File: src/rtl/bcd_pkg.sv
// Shared BCD conversion definitions: FSM states, default geometry and digit type.
// Also used by bin2bcd_ext.
package bcd_pkg;

  localparam int BCD_DIGITS = 8;
  localparam int BIN_W      = 27;

  typedef logic [3:0] digit_t;

  typedef enum logic [1:0] {
    S_IDLE  = 2'd0,
    S_ALIGN = 2'd1,
    S_OP    = 2'd2,
    S_DONE  = 2'd3
  } state_t;

  function automatic logic is_bad_digit(input digit_t d);
    return (d > 4'd9);
  endfunction

endpackage

File: src/rtl/bcd2bin_ext_if.sv
// Request/result bundle for the BCD-to-binary converter.
interface bcd2bin_ext_if #(
  parameter int BCD_DIGITS = bcd_pkg::BCD_DIGITS,
  parameter int BIN_W      = bcd_pkg::BIN_W
);
  logic             start;
  bcd_pkg::digit_t  bcd [BCD_DIGITS-1:0];
  logic [2:0]       dp;
  logic             ready;
  logic             done;
  logic [BIN_W-1:0] bin;
  logic             err;

  modport master (output start, bcd, dp, input ready, done, bin, err);
  modport slave  (input start, bcd, dp, output ready, done, bin, err);
endinterface

File: src/rtl/bcd2bin_ext_sub3.sv
// Per-digit correction for reverse double-dabble: subtract 3 from values of 8 or more.
module bcd_digit_sub3
  import bcd_pkg::digit_t;
(
  input  digit_t i_d,
  output digit_t o_d
);
  assign o_d = (i_d >= 4'd8) ? (i_d - 4'd3) : i_d;
endmodule

File: src/rtl/bcd2bin_ext.sv
// Sequential BCD-to-binary converter with decimal scaling (reverse double-dabble).
// Low dp digits are dropped first, then BIN_W shift/correct iterations build the result.
module bcd2bin_ext
  import bcd_pkg::digit_t, bcd_pkg::state_t, bcd_pkg::is_bad_digit;
  import bcd_pkg::S_IDLE, bcd_pkg::S_ALIGN, bcd_pkg::S_OP, bcd_pkg::S_DONE;
#(
  parameter int BCD_DIGITS = bcd_pkg::BCD_DIGITS,
  parameter int BIN_W      = bcd_pkg::BIN_W
)(
  input  logic          clk,
  input  logic          rst_n,
  bcd2bin_ext_if.slave  bus
);
  localparam int CNT_W = $clog2(BIN_W + 1);

  state_t           r_state;
  state_t           w_state_nxt;
  digit_t           r_dig [BCD_DIGITS-1:0];
  digit_t           w_shift [BCD_DIGITS-1:0];
  digit_t           w_adj [BCD_DIGITS-1:0];
  logic [BIN_W-1:0] r_bin_sr;
  logic [BIN_W-1:0] w_bin_sr_nxt;
  logic [2:0]       r_dp_cnt;
  logic [CNT_W-1:0] r_it_cnt;
  logic [BIN_W-1:0] r_bin;
  logic             r_err;
  logic             w_inv;

  // Digits below the decimal scale are discarded, so they never flag an error
  always_comb begin
    w_inv = 1'b0;
    for (int i = 0; i < BCD_DIGITS; i++) begin
      if ((i >= int'(bus.dp)) && is_bad_digit(bus.bcd[i])) begin
        w_inv = 1'b1;
      end else begin
        w_inv = w_inv;
      end
    end
  end

  genvar gi;
  generate
    for (gi = 0; gi < BCD_DIGITS; gi++) begin : g_dig
      if (gi == BCD_DIGITS - 1) begin : g_top
        assign w_shift[gi] = {1'b0, r_dig[gi][3:1]};
      end else begin : g_mid
        assign w_shift[gi] = {r_dig[gi+1][0], r_dig[gi][3:1]};
      end
      bcd_digit_sub3 u_sub3 (.i_d(w_shift[gi]), .o_d(w_adj[gi]));
    end
  endgenerate

  assign w_bin_sr_nxt = {r_dig[0][0], r_bin_sr[BIN_W-1:1]};

  // State register
  always_ff @(posedge clk or negedge rst_n) begin
    if (!rst_n) begin
      r_state <= S_IDLE;
    end else begin
      r_state <= w_state_nxt;
    end
  end

  // Next-state decode
  always_comb begin
    w_state_nxt = r_state;
    case (r_state)
      S_IDLE: begin
        if (!bus.start)            w_state_nxt = S_IDLE;
        else if (w_inv)            w_state_nxt = S_DONE;
        else if (bus.dp != 3'd0)   w_state_nxt = S_ALIGN;
        else                       w_state_nxt = S_OP;
      end
      S_ALIGN: begin
        if (r_dp_cnt == 3'd1) w_state_nxt = S_OP;
        else                  w_state_nxt = S_ALIGN;
      end
      S_OP: begin
        if (r_it_cnt == CNT_W'(1)) w_state_nxt = S_DONE;
        else                       w_state_nxt = S_OP;
      end
      S_DONE:  w_state_nxt = S_IDLE;
      default: w_state_nxt = S_IDLE;
    endcase
  end

  // Datapath; the result is captured on the last OP edge so it is valid with done
  always_ff @(posedge clk or negedge rst_n) begin
    if (!rst_n) begin
      for (int i = 0; i < BCD_DIGITS; i++) r_dig[i] <= 4'd0;
      r_bin_sr <= '0;
      r_dp_cnt <= 3'd0;
      r_it_cnt <= '0;
      r_bin    <= '0;
      r_err    <= 1'b0;
    end else begin
      case (r_state)
        S_IDLE: begin
          if (bus.start && w_inv) begin
            r_bin <= '0;
            r_err <= 1'b1;
          end else if (bus.start) begin
            for (int i = 0; i < BCD_DIGITS; i++) r_dig[i] <= bus.bcd[i];
            r_dp_cnt <= bus.dp;
            r_it_cnt <= CNT_W'(BIN_W);
            r_bin_sr <= '0;
            r_err    <= 1'b0;
          end
        end
        S_ALIGN: begin
          for (int i = 0; i < BCD_DIGITS - 1; i++) r_dig[i] <= r_dig[i+1];
          r_dig[BCD_DIGITS-1] <= 4'd0;
          r_dp_cnt <= r_dp_cnt - 3'd1;
        end
        S_OP: begin
          for (int i = 0; i < BCD_DIGITS; i++) r_dig[i] <= w_adj[i];
          r_bin_sr <= w_bin_sr_nxt;
          r_it_cnt <= r_it_cnt - CNT_W'(1);
          if (r_it_cnt == CNT_W'(1)) r_bin <= w_bin_sr_nxt;
        end
        S_DONE:  ;
        default: ;
      endcase
    end
  end

  assign bus.ready = (r_state == S_IDLE);
  assign bus.done  = (r_state == S_DONE);
  assign bus.bin   = r_bin;
  assign bus.err   = r_err;

endmodule

File: src/flat_wrapper.sv
// flat-port wrapper written by rule: the top's interface ports become plain ports
module bcd2bin_ext_flat import bcd_pkg::digit_t, bcd_pkg::state_t, bcd_pkg::is_bad_digit; import bcd_pkg::S_IDLE, bcd_pkg::S_ALIGN, bcd_pkg::S_OP, bcd_pkg::S_DONE;
#(
  parameter int BCD_DIGITS = bcd_pkg::BCD_DIGITS,
  parameter int BIN_W      = bcd_pkg::BIN_W
)
  (clk, rst_n, bus_start, bus_bcd, bus_dp, bus_ready, bus_done, bus_bin, bus_err);
  bcd2bin_ext_if #(.BCD_DIGITS(BCD_DIGITS), .BIN_W(BIN_W)) bus_i ();
  input  logic clk;
  input  logic rst_n;
  input wire logic [$bits(bus_i.start)-1:0] bus_start;
  input wire logic [$bits(bus_i.bcd)-1:0] bus_bcd;
  input wire logic [$bits(bus_i.dp)-1:0] bus_dp;
  output wire logic [$bits(bus_i.ready)-1:0] bus_ready;
  output wire logic [$bits(bus_i.done)-1:0] bus_done;
  output wire logic [$bits(bus_i.bin)-1:0] bus_bin;
  output wire logic [$bits(bus_i.err)-1:0] bus_err;
  assign bus_i.start = bus_start;
  assign bus_i.bcd = {>>{bus_bcd}};
  assign bus_i.dp = bus_dp;
  assign bus_ready = bus_i.ready;
  assign bus_done = bus_i.done;
  assign bus_bin = bus_i.bin;
  assign bus_err = bus_i.err;
  bcd2bin_ext #(.BCD_DIGITS(BCD_DIGITS), .BIN_W(BIN_W)) u_core (.clk(clk), .rst_n(rst_n), .bus(bus_i));
endmodule
File: config.mk
export PLATFORM = sky130hd
export DESIGN_NAME = bcd2bin_ext_flat
export DESIGN_NICKNAME = d
export VERILOG_FILES = /design/src/rtl/bcd_pkg.sv /design/src/rtl/bcd2bin_ext_if.sv /design/src/rtl/bcd2bin_ext_sub3.sv /design/src/rtl/bcd2bin_ext.sv /design/src/flat_wrapper.sv
export SDC_FILE = /design/constraint.sdc
export NUM_CORES = 1
export LEC_CHECK = 0
export BUFFER_PORTS_ARGS = -buffer_cell sky130_fd_sc_hd__buf_2
export CELL_PAD_IN_SITES_DETAIL_PLACEMENT = 1
export CELL_PAD_IN_SITES_GLOBAL_PLACEMENT = 1
export CORE_AREA = 2 2 99 120
export CTS_CLUSTER_SIZE = 16
export DETAILED_ROUTE_END_ITERATION = 6
export DIE_AREA = 0 0 101 122
export GPL_TIMING_DRIVEN = 0
export PLACE_DENSITY = 0.78
export SLEW_MARGIN = 20
export SYNTH_ARGS = -nofsm -noshare
export SYNTH_HDL_FRONTEND = slang
export SYNTH_SLANG_ARGS = --single-unit
File: constraint.sdc
create_clock -name clk -period 2.2 [get_ports clk]
set_input_delay 0.22 -clock clk [delete_from_list [all_inputs] [get_ports clk]]
set_output_delay 0.22 -clock clk [all_outputs]
set_load 0.05 [all_outputs]
==> results.ini, run 1 <==
[job]
cap_violations = 0

[yosys]
yosysTopAreaCell = dfrtp_1
ys_warn_count = 0
synth_seq_area_share_pct = 48.5
syn_inst = 503
synth_nets = 563
synth_edf_count = 0
ys.flop_type = dfrtp_1
synth_area_um2 = 4950
yosysTopAreaCellShare_pct = 48.5
synthDistinctLibCells = 44
postSynthAreaPerCell_um2 = 9.85
ys_seq_elements = 96
yosys-top-cells-count = dfrtp_1 (96), nand2_1 (78), o21ai_0 (77), a22o_1 (53)
yosysMostFrequentCell = dfrtp_1
async_flop_share_pct = 100
synthTopCellsByArea = dfrtp_1 (48%), a22o_1 (9.4%), o21ai_0 (7.8%)

[worst_setup_path]
cp-startpoint = u_core.r_state[0]$_DFF_PN0_
r2r_slack_ns = 0.16
cp.arrival_ns = 2.30
cp_max_fo = 10
crit_type = reg -> reg
r2r_cells = 8
worstSetupEndpointType = flip-flop
crit_end = u_core.r_it_cnt[3]$_DFFE_PN0P_
r2r_end = u_core.r_it_cnt[3]$_DFFE_PN0P_
required_ns = 2.47
reg2reg_from = u_core.r_state[0]$_DFF_PN0_
startpoint_type = flip-flop

[global_route]
grt.overflow.total = 0
grtUsageMet1_pct = 28.0
met3_usage_pct = 3.61
grt_pass1_wl_um = 22200
grt_pass1_vias = 4486
use_met2_pct = 40.0
antenna_found_initial = 0
busiest_layer = met2
grt_max_degree = 62
track_usage_pct = 22.9

[sta]
finalSetupViolCount = 0
clock_skew_ns = 0.00926
final_max_slew_viol_count = 0
finalCriticalPeriod_ns = 2.04
slew_headroom_pct = 65.7
fin_crit_sh_pct = 92.6
holdWs_ns = 0.166
fmax_ghz = 0.491
finalHoldViolCount = 0
worst_pin_slew_ns = 0.514
rsz0062_at_grt = yes
fin_setup_tns_ns = 0

[finish]
antenna_cells = 0
regArea_um2 = 2400
finalNetCount = 644
final_area_um2 = 5830
drive_above_1_share_pct = 21.1
area_growth_pct = 17.7
fillerInstances = 1292
multiInputGateArea_um2 = 2290

[drt]
drc = 0
wl_per_cell_um = 18.5
drt_iter0_drc = 164
vias = 4234
ant_nets = 0
routed_wl_um = 13400
vias_per_cell = 5.85
drtPass1Iterations = 4

[power_and_ir_drop]
finalPower_uw = 8680
leakage_uw = 0.00282
ir_drop_mv = 0.610
p_per_area_nw_per_um2 = 1490

[place]
portBuffers = 67
gp_congestion = 0.852
dp_hpwl_um = 9630
dpl_cell_area_um2 = 5490

[clock_network]
cts.sinks = 96
htreeDepth = 3
cts_tree = done
clk_path_buf_depth = 2
clkTransAtPathRegs_ns = 0.08
root_buffer = clkbuf_16
clk_latency_ns = 0.35
cts_made_buffers = 9

[die]
placementRows = 43
fp.dieArea_um2 = 12300
start_util_pct = 43.9
die_h_um = 122
boundaryPins = 68
fp.dieW_um = 101
core_um2 = 11300

[run_status]
status = finished clean

[min_path]
hold_path_class = in -> reg

## power by group
group	internal (uW)	total, uW	switching, uW
Combinational	1520	4270	2750
Clock	802	1570	765
Sequential	2260	2840	583
## worst min path at each step
stage | end | depth (start not counted) | slack, ns | start
4_1_cts | u_core.r_dig[20]$_DFFE_PN0P_ | 3 | 0.16 | bus_bcd[20]
3_5_place_dp | u_core.bus.bin[5]$_DFFE_PN0P_ | 1 | 0.15 | rst_n
2_1_floorplan | u_core.bus.bin[0]$_DFFE_PN0P_ | 0 | -0.08 | rst_n
6_report | u_core.r_dig[20]$_DFFE_PN0P_ | 3 | 0.17 | bus_bcd[20]
3_3_place_gp | u_core.r_it_cnt[3]$_DFFE_PN0P_ | 1 | 0.47 | u_core.r_it_cnt[3]$_DFFE_PN0P_
5_1_grt | u_core.r_dig[20]$_DFFE_PN0P_ | 3 | 0.18 | bus_bcd[20]
## routing by layer
layer	part of all wire (%)	routed length, um	vias up
met3	3.6	485	19
met1	43	5710	2145
li1	-	-	1973
met2	52	6900	97
met5	0	0	-
met4	2.2	299	0
## cells in the final DEF, fill, tap and decap left out, drive strengths merged
| master | instances |
|---|---|
| dfrtp | 96 |
| o21ai | 83 |
| buf | 83 |
| nand2 | 78 |
| a22o | 53 |
| inv | 31 |
| clkbuf | 28 |
| a22oi | 26 |
| ha | 22 |
| a21oi | 15 |
| nand2b | 8 |
| xnor2 | 7 |
| xor2 | 7 |
| o211ai | 7 |
| nor2b | 7 |
| nor3 | 6 |
| a31oi | 6 |
| nor2 | 3 |
| nand3 | 3 |
| nand4 | 2 |
| mux2i | 2 |
| a211oi | 2 |
| o31ai | 2 |
| o21ba | 2 |
| o211a | 1 |
| a311oi | 1 |
| nor4 | 1 |
| and2 | 1 |
| nor3b | 1 |
| a221oi | 1 |
| o32ai | 1 |
| clkinv | 1 |
| clkinvlp | 1 |
| dlygate4sd3 | 1 |
## sequential cells by signal, indices dropped and copies added (netlist names)
| register | count |
|---|---|
| u_core.r_state | 2 |
| u_core.r_bin_sr | 26 |
| u_core.bus.err | 1 |
| u_core.bus.bin | 27 |
| u_core.r_dp_cnt | 3 |
| u_core.r_it_cnt | 5 |
| u_core.r_dig | 32 |
## cell type report
class                      count  share of cell area, %
sequential                    96                   41.2
multi-input combinational    348                   39.3
timing repair buffer          72                   6.89
clock buffer                   9                   3.86
buffer                        31                   3.03
tap                          135                   2.90
inverter                      26                   1.67
clock inverter                 7                   1.16
## timing repair
action                     in CTS  in global routing
setup buffers                   0                  3
hold buffers                    1                  0
setup endpoints to repair      30                 57
resized for setup               8                 12
pin swaps                       0                  1
hold endpoints to repair       35                  0
## metrics by stage
step	util, %	instances	worst slack, ns
5_1_grt	51.6	724	-0.0181
3_3_place_gp	48.3	705	-0.0901
2_1_floorplan	-	503	0.0211
4_1_cts	51.4	723	0.0107
6_report	51.6	724	0.164
3_5_place_dp	48.6	706	-0.166
## worst max-delay path: stages (launching register included)
cell and delay [ns]:
dfrtp_1 0.41, inv_1 0.10, ha_2 0.25, nand2_1 0.14, nor4_4 0.25, a22oi_1 0.20
buf_2 0.25, o21ba_2 0.22, a31oi_1 0.14
## logic make-up after synthesis
group                      after synthesis  share of synthesized area (%)
muxes                                    2                          0.404
AOI/OAI and AO/OA                      200                           27.6
xor gates and xnor gates                14                           2.47
DFF                                     96                           48.5
and+or+nand+nor                        110                           10.2
adders and majority gates               22                           5.56
buffers and inverters                   59                           5.30
Note: power is estimated with default switching activity, not from simulation.
==> inputs of run 2 (changes only) <==
--- a/config.mk
+++ b/config.mk
@@ -12,6 +12,7 @@
 export CTS_CLUSTER_SIZE = 16
 export DETAILED_ROUTE_END_ITERATION = 6
 export DIE_AREA = 0 0 101 122
+export GPL_ROUTABILITY_DRIVEN = 0
 export GPL_TIMING_DRIVEN = 0
 export PLACE_DENSITY = 0.78
 export SLEW_MARGIN = 20
==> constraint.sdc (replaced) <==
create_clock -name clk -period 2.2 [get_ports clk]
set_input_delay 0.22 -clock clk [delete_from_list [all_inputs] [get_ports clk]]
set_output_delay 0.22 -clock clk [all_outputs]
set_load 0.1 [all_outputs]
==> results.ini, run 2 (synthesized netlist as in run 1, its figures left out) <==
[worst_setup_path]
critPathTopFamily = simple AND/OR/NAND/NOR gates
cpPeakStageDelay_ns = 0.43  ; +0.02 ns
cp_max_fo = 10  ; unchanged
worstSetupEndpointType = flip-flop
slowest_stage = nor4_4
worstPathCellList = inv_1 -> ha_4 -> nand2_1 -> nor4_4 -> a22oi_2 -> buf_4 -> clkbuf_1 -> o21ai_0
cp.arrival_ns = 2.41  ; +0.11 ns
crit_buf_inv = 3  ; +1
required_ns = 2.45  ; -0.02 ns
crit_type = reg -> reg
startpoint_type = flip-flop

[finish]
finalNetCount = 644  ; unchanged
largest_register_ff_count = 32  ; unchanged
fillerInstances = 1305  ; +1.0%
final_area_um2 = 5860  ; +0.47%
antenna_cells = 0  ; unchanged
final_util_pct = 51.9  ; +0.24 points
area_growth_pct = 18.3
top_register = u_core.r_dig
final_cell_mix = dfrtp_1 (96), nand2_1 (78), o21ai_0 (75), buf_2 (72), a22o_1 (53)
drive_above_1_share_pct = 21.2  ; +0.17 points
final_common_cell = dfrtp_1

[drt]
ant_nets = 0  ; unchanged
routed_wl_um = 13500  ; +1.1%
drc = 0  ; unchanged
drtPass1Iterations = 4  ; unchanged
wl_per_cell_um = 18.7  ; +1.1%
vias_per_cell = 5.83  ; -0.38%
drt_iter0_drc = 163  ; -0.61%
vias = 4218  ; -0.38%

[power_and_ir_drop]
p_per_area_nw_per_um2 = 1530  ; +2.6%
finalPower_uw = 8950  ; +3.1%
leakage_uw = 0.00282  ; +0.27%
ir_drop_mv = 0.710  ; +16%

[run_status]
status = finished clean

[clock_network]
cts.sinks = 96  ; unchanged
clk_latency_ns = 0.36  ; about the same
root_buffer = clkbuf_16
cts_tree = done
clkTransAtPathRegs_ns = 0.07  ; about the same
cts_made_buffers = 9  ; unchanged
htreeDepth = 3  ; unchanged
clk_path_buf_depth = 2  ; unchanged

[sta]
finalSetupViolCount = 0  ; unchanged
final_max_slew_viol_count = 0  ; unchanged
worst_pin_slew_ns = 0.517  ; +0.00354 ns
finalHoldViolCount = 0  ; unchanged
finalCriticalPeriod_ns = 2.16  ; +0.123 ns
fmax_ghz = 0.463  ; -5.7%
fin_crit_sh_pct = 98.1  ; +5.6 points
clock_skew_ns = 0.0143  ; +0.00508 ns
slew_headroom_pct = 65.5  ; -0.24 points

[global_route]
grt_pass1_wl_um = 22500  ; +1.6%
track_usage_pct = 23.4  ; +0.51 points
grt_pass1_vias = 4434  ; -1.2%
antenna_found_initial = 0  ; unchanged
grt.overflow.total = 0  ; unchanged
grt_max_degree = 59  ; -4.8%

[die]
die_h_um = 122  ; unchanged
boundaryPins = 68  ; unchanged
fp.dieW_um = 101  ; unchanged
start_util_pct = 43.9  ; unchanged
placementRows = 43  ; unchanged
fp.dieArea_um2 = 12300  ; unchanged
core_um2 = 11300  ; unchanged

[place]
portBuffers = 67  ; unchanged
dp_hpwl_um = 9460  ; -1.7%
dpl_cell_area_um2 = 5500  ; about the same

[job]
cap_violations = 0  ; unchanged

[min_path]
hold_path_class = in -> reg

[run 2: cell types whose count changed in the layout (fill, tap and decap cells not counted), sizes merged]
| cell | change |
|---|---|
| bufinv | +1 |
| inv | -1 |
| buf | +3 |
| clkbuf | -2 |
| clkinvlp | -1 |
[run 2: power breakdown]
| part | total [uW] | switching, uW | internal [uW] |
|---|---|---|---|
| registers | 2840 | 583 | 2260 |
| logic | 4470 | 2890 | 1570 |
| clock network | 1630 | 733 | 901 |
| total | 8950 | 4210 | 4740 |
[run 2: layout make-up]
class                           count  area (um^2)  share of cell area [%]
Tap cell                          135          169                    2.88
Sequential cell                    96         2400                    41.0
Clock buffer                       10          229                    3.91
Inverter                           26         97.6                    1.67
Timing Repair Buffer               72          402                    6.85
Buffer                             31          179                    3.05
Multi-Input combinational cell    348         2310                    39.4
Clock inverter                      6         73.8                    1.26
[run 2: path summary, 6_finish.rpt]
path	from	endpoint	slack [ns]	cells past startpoint
max in group asynchronous	rst_n	u_core.bus.bin[16]$_DFFE_PN0P_	1.25	3
worst min-delay path	bus_bcd[16]	u_core.r_dig[16]$_DFFE_PN0P_	0.16	3
worst max-delay path	u_core.r_state[1]$_DFF_PN0_	u_core.r_dig[29]$_DFFE_PN0P_	0.04	8
worst min register to register	u_core.bus.bin[9]$_DFFE_PN0P_	u_core.bus.bin[9]$_DFFE_PN0P_	0.49	1
worst max register to register	u_core.r_state[1]$_DFF_PN0_	u_core.r_dig[29]$_DFFE_PN0P_	0.04	8
min in group asynchronous	rst_n	u_core.r_bin_sr[1]$_DFFE_PN0P_	0.35	2
[run 2: metal layers]
metal | routed length, um | GRT usage, % | vias up | part of all wire, %
met5 | 0 | 0 | - | 0
li1 | - | - | 1967 | -
met3 | 362 | 3.44 | 23 | 2.7
met4 | 343 | 9.80 | 0 | 2.5
met1 | 5930 | 29.0 | 2150 | 44
met2 | 6910 | 40.4 | 78 | 51
[run 2: tightest hold or removal path, stage by stage]
cell and delay, ns:
buf_2 0.07, o21ai_0 0.05, o21ai_0 0.13
[run 2: what timing repair did]
item,CTS,global route
hold buffers,1,0
endpoints found under the setup margin,31,48
setup buffers,2,1
hold endpoints to repair,38,0
resized for setup,4,29
pin swaps,1,2
[run 2: metrics by stage]
stage                     setup slack (ns)  std cells  hold slack, ns  TNS (ns)
final                               0.0408        724           0.162         0
after global routing               -0.0709        724           0.196   -0.0732
after CTS                          0.00940        725           0.159         0
after detailed placement            -0.177        706           0.167     -1.64
after global placement             -0.0752        705           0.469     -7.16
after floorplan                     0.0114        503         -0.0756         0
==> inputs of run 3 (changes only) <==
--- a/config.mk
+++ b/config.mk
@@ -14,7 +14,7 @@
 export DIE_AREA = 0 0 101 122
 export GPL_ROUTABILITY_DRIVEN = 0
 export GPL_TIMING_DRIVEN = 0
-export PLACE_DENSITY = 0.78
+export PLACE_DENSITY_LB_ADDON = 0.08
 export SLEW_MARGIN = 20
 export SYNTH_ARGS = -nofsm -noshare
 export SYNTH_HDL_FRONTEND = slang
==> results.ini, run 3 (synthesized netlist as in run 1, its figures left out) <==
[run_status]
status = finished clean

[drt]
vias_per_cell = 5.74  ; -1.5%
ant_nets = 0  ; unchanged
drc = 0  ; unchanged
routed_wl_um = 13200  ; -2.6%
wl_per_cell_um = 18.3  ; -2.2%
drt_iter0_drc = 137  ; -16%
drtPass1Iterations = 4  ; unchanged
vias = 4137  ; -1.9%

[worst_setup_path]
critPathTopFamily = buffers and inverters
required_ns = 2.45  ; about the same
worstPathCellList = inv_1 -> ha_2 -> clkbuf_1 -> a22oi_2 -> clkbuf_2 -> nand2_1 -> o21ai_0
crit_buf_inv = 3  ; unchanged
slowest_stage = a22oi_2
reg2reg_from = u_core.r_state[0]$_DFF_PN0_
cp.arrival_ns = 2.31  ; -0.10 ns
crit_type = reg -> reg
startpoint_type = flip-flop
cp_max_fo = 10  ; unchanged
r2r_slack_ns = 0.13  ; +0.09 ns
worstSetupEndpointType = flip-flop
r2r_cells = 7  ; -1
cpPeakStageDelay_ns = 0.45  ; +0.02 ns
r2r_end = u_core.r_dig[11]$_DFFE_PN0P_

[place]
dp_hpwl_um = 9330  ; -1.4%
portBuffers = 67  ; unchanged
dp_cells = 706  ; unchanged

[clock_network]
cts_tree = done
clk_path_buf_depth = 2  ; unchanged
clkTransAtPathRegs_ns = 0.07  ; about the same
clk_latency_ns = 0.34  ; -0.02 ns
htreeDepth = 3  ; unchanged
cts_made_buffers = 9  ; unchanged
cts.sinks = 96  ; unchanged
root_buffer = clkbuf_16

[sta]
fin_crit_sh_pct = 94.0  ; -4.2 points
fin_setup_tns_ns = 0  ; unchanged
worst_pin_slew_ns = 0.523  ; +0.00516 ns
final_max_slew_viol_count = 0  ; unchanged
finalHoldViolCount = 0  ; unchanged
finalCriticalPeriod_ns = 2.07  ; -0.0918 ns
finalSetupViolCount = 0  ; unchanged
fmax_ghz = 0.484  ; +4.4%
rsz0062_at_grt = no
clock_skew_ns = 0.00878  ; -0.00556 ns
slew_headroom_pct = 65.2  ; -0.34 points

[die]
start_util_pct = 43.9  ; unchanged
boundaryPins = 68  ; unchanged
fp.dieW_um = 101  ; unchanged
fp.dieArea_um2 = 12300  ; unchanged
placementRows = 43  ; unchanged
die_h_um = 122  ; unchanged
core_um2 = 11300  ; unchanged

[min_path]
whs_endpoint = u_core.r_dig[16]$_DFFE_PN0P_
hold_path_class = in -> reg
hp-start = bus_bcd[16]
min_path_cells = 3  ; unchanged

[job]
cap_violations = 0  ; unchanged

[global_route]
track_usage_pct = 22.8  ; -0.62 points
grt.overflow.total = 0  ; unchanged
grt_pass1_wl_um = 22200  ; -1.4%
grt_pass1_vias = 4389  ; -1.0%
antenna_found_initial = 0  ; unchanged
grt_max_degree = 59  ; unchanged

[finish]
final_cell_mix = dfrtp_1 (96), nand2_1 (78), o21ai_0 (77), buf_2 (70), a22o_1 (53)
finalNetCount = 642  ; -0.31%
drive_above_1_share_pct = 20.6  ; -0.57 points
top_register = u_core.r_dig
stdcell_count = 721  ; -0.41%
antenna_cells = 0  ; unchanged
largest_register_ff_count = 32  ; unchanged
multiInputGateArea_um2 = 2300  ; -0.43%
fillerInstances = 1288  ; -1.3%
final_util_pct = 51.5  ; -0.35 points
area_growth_pct = 17.4
final_common_cell = dfrtp_1
regArea_um2 = 2400  ; unchanged

[power_and_ir_drop]
ir_drop_mv = 0.547  ; -23%
p_per_area_nw_per_um2 = 1500  ; -1.6%
leakage_uw = 0.00280  ; -0.72%

## run 3: cell type report
| type | instances | share of cell area (%) |
|---|---|---|
| well taps | 135 | 2.90 |
| plain buffers | 32 | 3.10 |
| clock buffers | 9 | 3.87 |
| inverters | 26 | 1.68 |
| repair buffers | 69 | 6.51 |
| flip-flops and latches | 96 | 41.3 |
| clock inverters | 6 | 1.18 |
| multi-input cells | 348 | 39.5 |
## run 3: repair_timing
| item | in CTS | in global routing |
|---|---|---|
| resized for setup | 6 | 15 |
| hold buffers | 1 | 0 |
| hold endpoints to repair | 38 | 0 |
| setup buffers | 0 | 0 |
| setup endpoints to repair | 16 | 48 |
## run 3: worst max-delay path by stage
stage	startpoint	end	slack, ns	depth (start not counted)
6_report	u_core.r_state[0]$_DFF_PN0_	u_core.r_dig[11]$_DFFE_PN0P_	0.13	7
5_1_grt	u_core.r_state[1]$_DFF_PN0_	u_core.r_dig[19]$_DFFE_PN0P_	0.006	6
4_1_cts	u_core.r_state[0]$_DFF_PN0_	u_core.r_dig[30]$_DFFE_PN0P_	0.01	7
3_5_place_dp	u_core.r_state[0]$_DFF_PN0_	u_core.r_dig[23]$_DFFE_PN0P_	-0.11	8
3_3_place_gp	rst_n	u_core.r_dig[21]$_DFFE_PN0P_	-0.14	1
2_1_floorplan	u_core.r_state[0]$_DFF_PN0_	u_core.r_it_cnt[3]$_DFFE_PN0P_	0.01	8
## run 3: report_power, final
part	switching, uW	total [uW]	internal (uW)
clock	714	1600	882
sequential	589	2850	2260
combinational	2830	4300	1470
total	4130	8750	4620
## run 3: stage by stage
stage	total power [uW]	cell area [um^2]	worst slack, ns	hold WS, ns
global placement	6940	5460	-0.135	0.461
detailed placement	7130	5500	-0.110	0.165
CTS	8800	5810	0.0126	0.167
finish	8750	5820	0.133	0.173
floorplan	5790	4960	0.0114	-0.0756
global route	9510	5820	0.00607	0.187
## run 3: worst register-to-register path, cell delays in order, from the launching register on
cell      delay, ns
dfrtp_1        0.40
inv_1          0.09
ha_2           0.26
clkbuf_1       0.22
a22oi_2        0.46
clkbuf_2       0.35
nand2_1        0.09
o21ai_0        0.10
## run 3: metal layers
layer | track usage [%] | vias up | share of wire [%]
met5 | 0 | - | 0
met4 | 6.67 | 0 | 1.4
met3 | 2.81 | 15 | 2.4
met2 | 40.1 | 60 | 52
met1 | 29.2 | 2109 | 44
li1 | - | 1953 | -
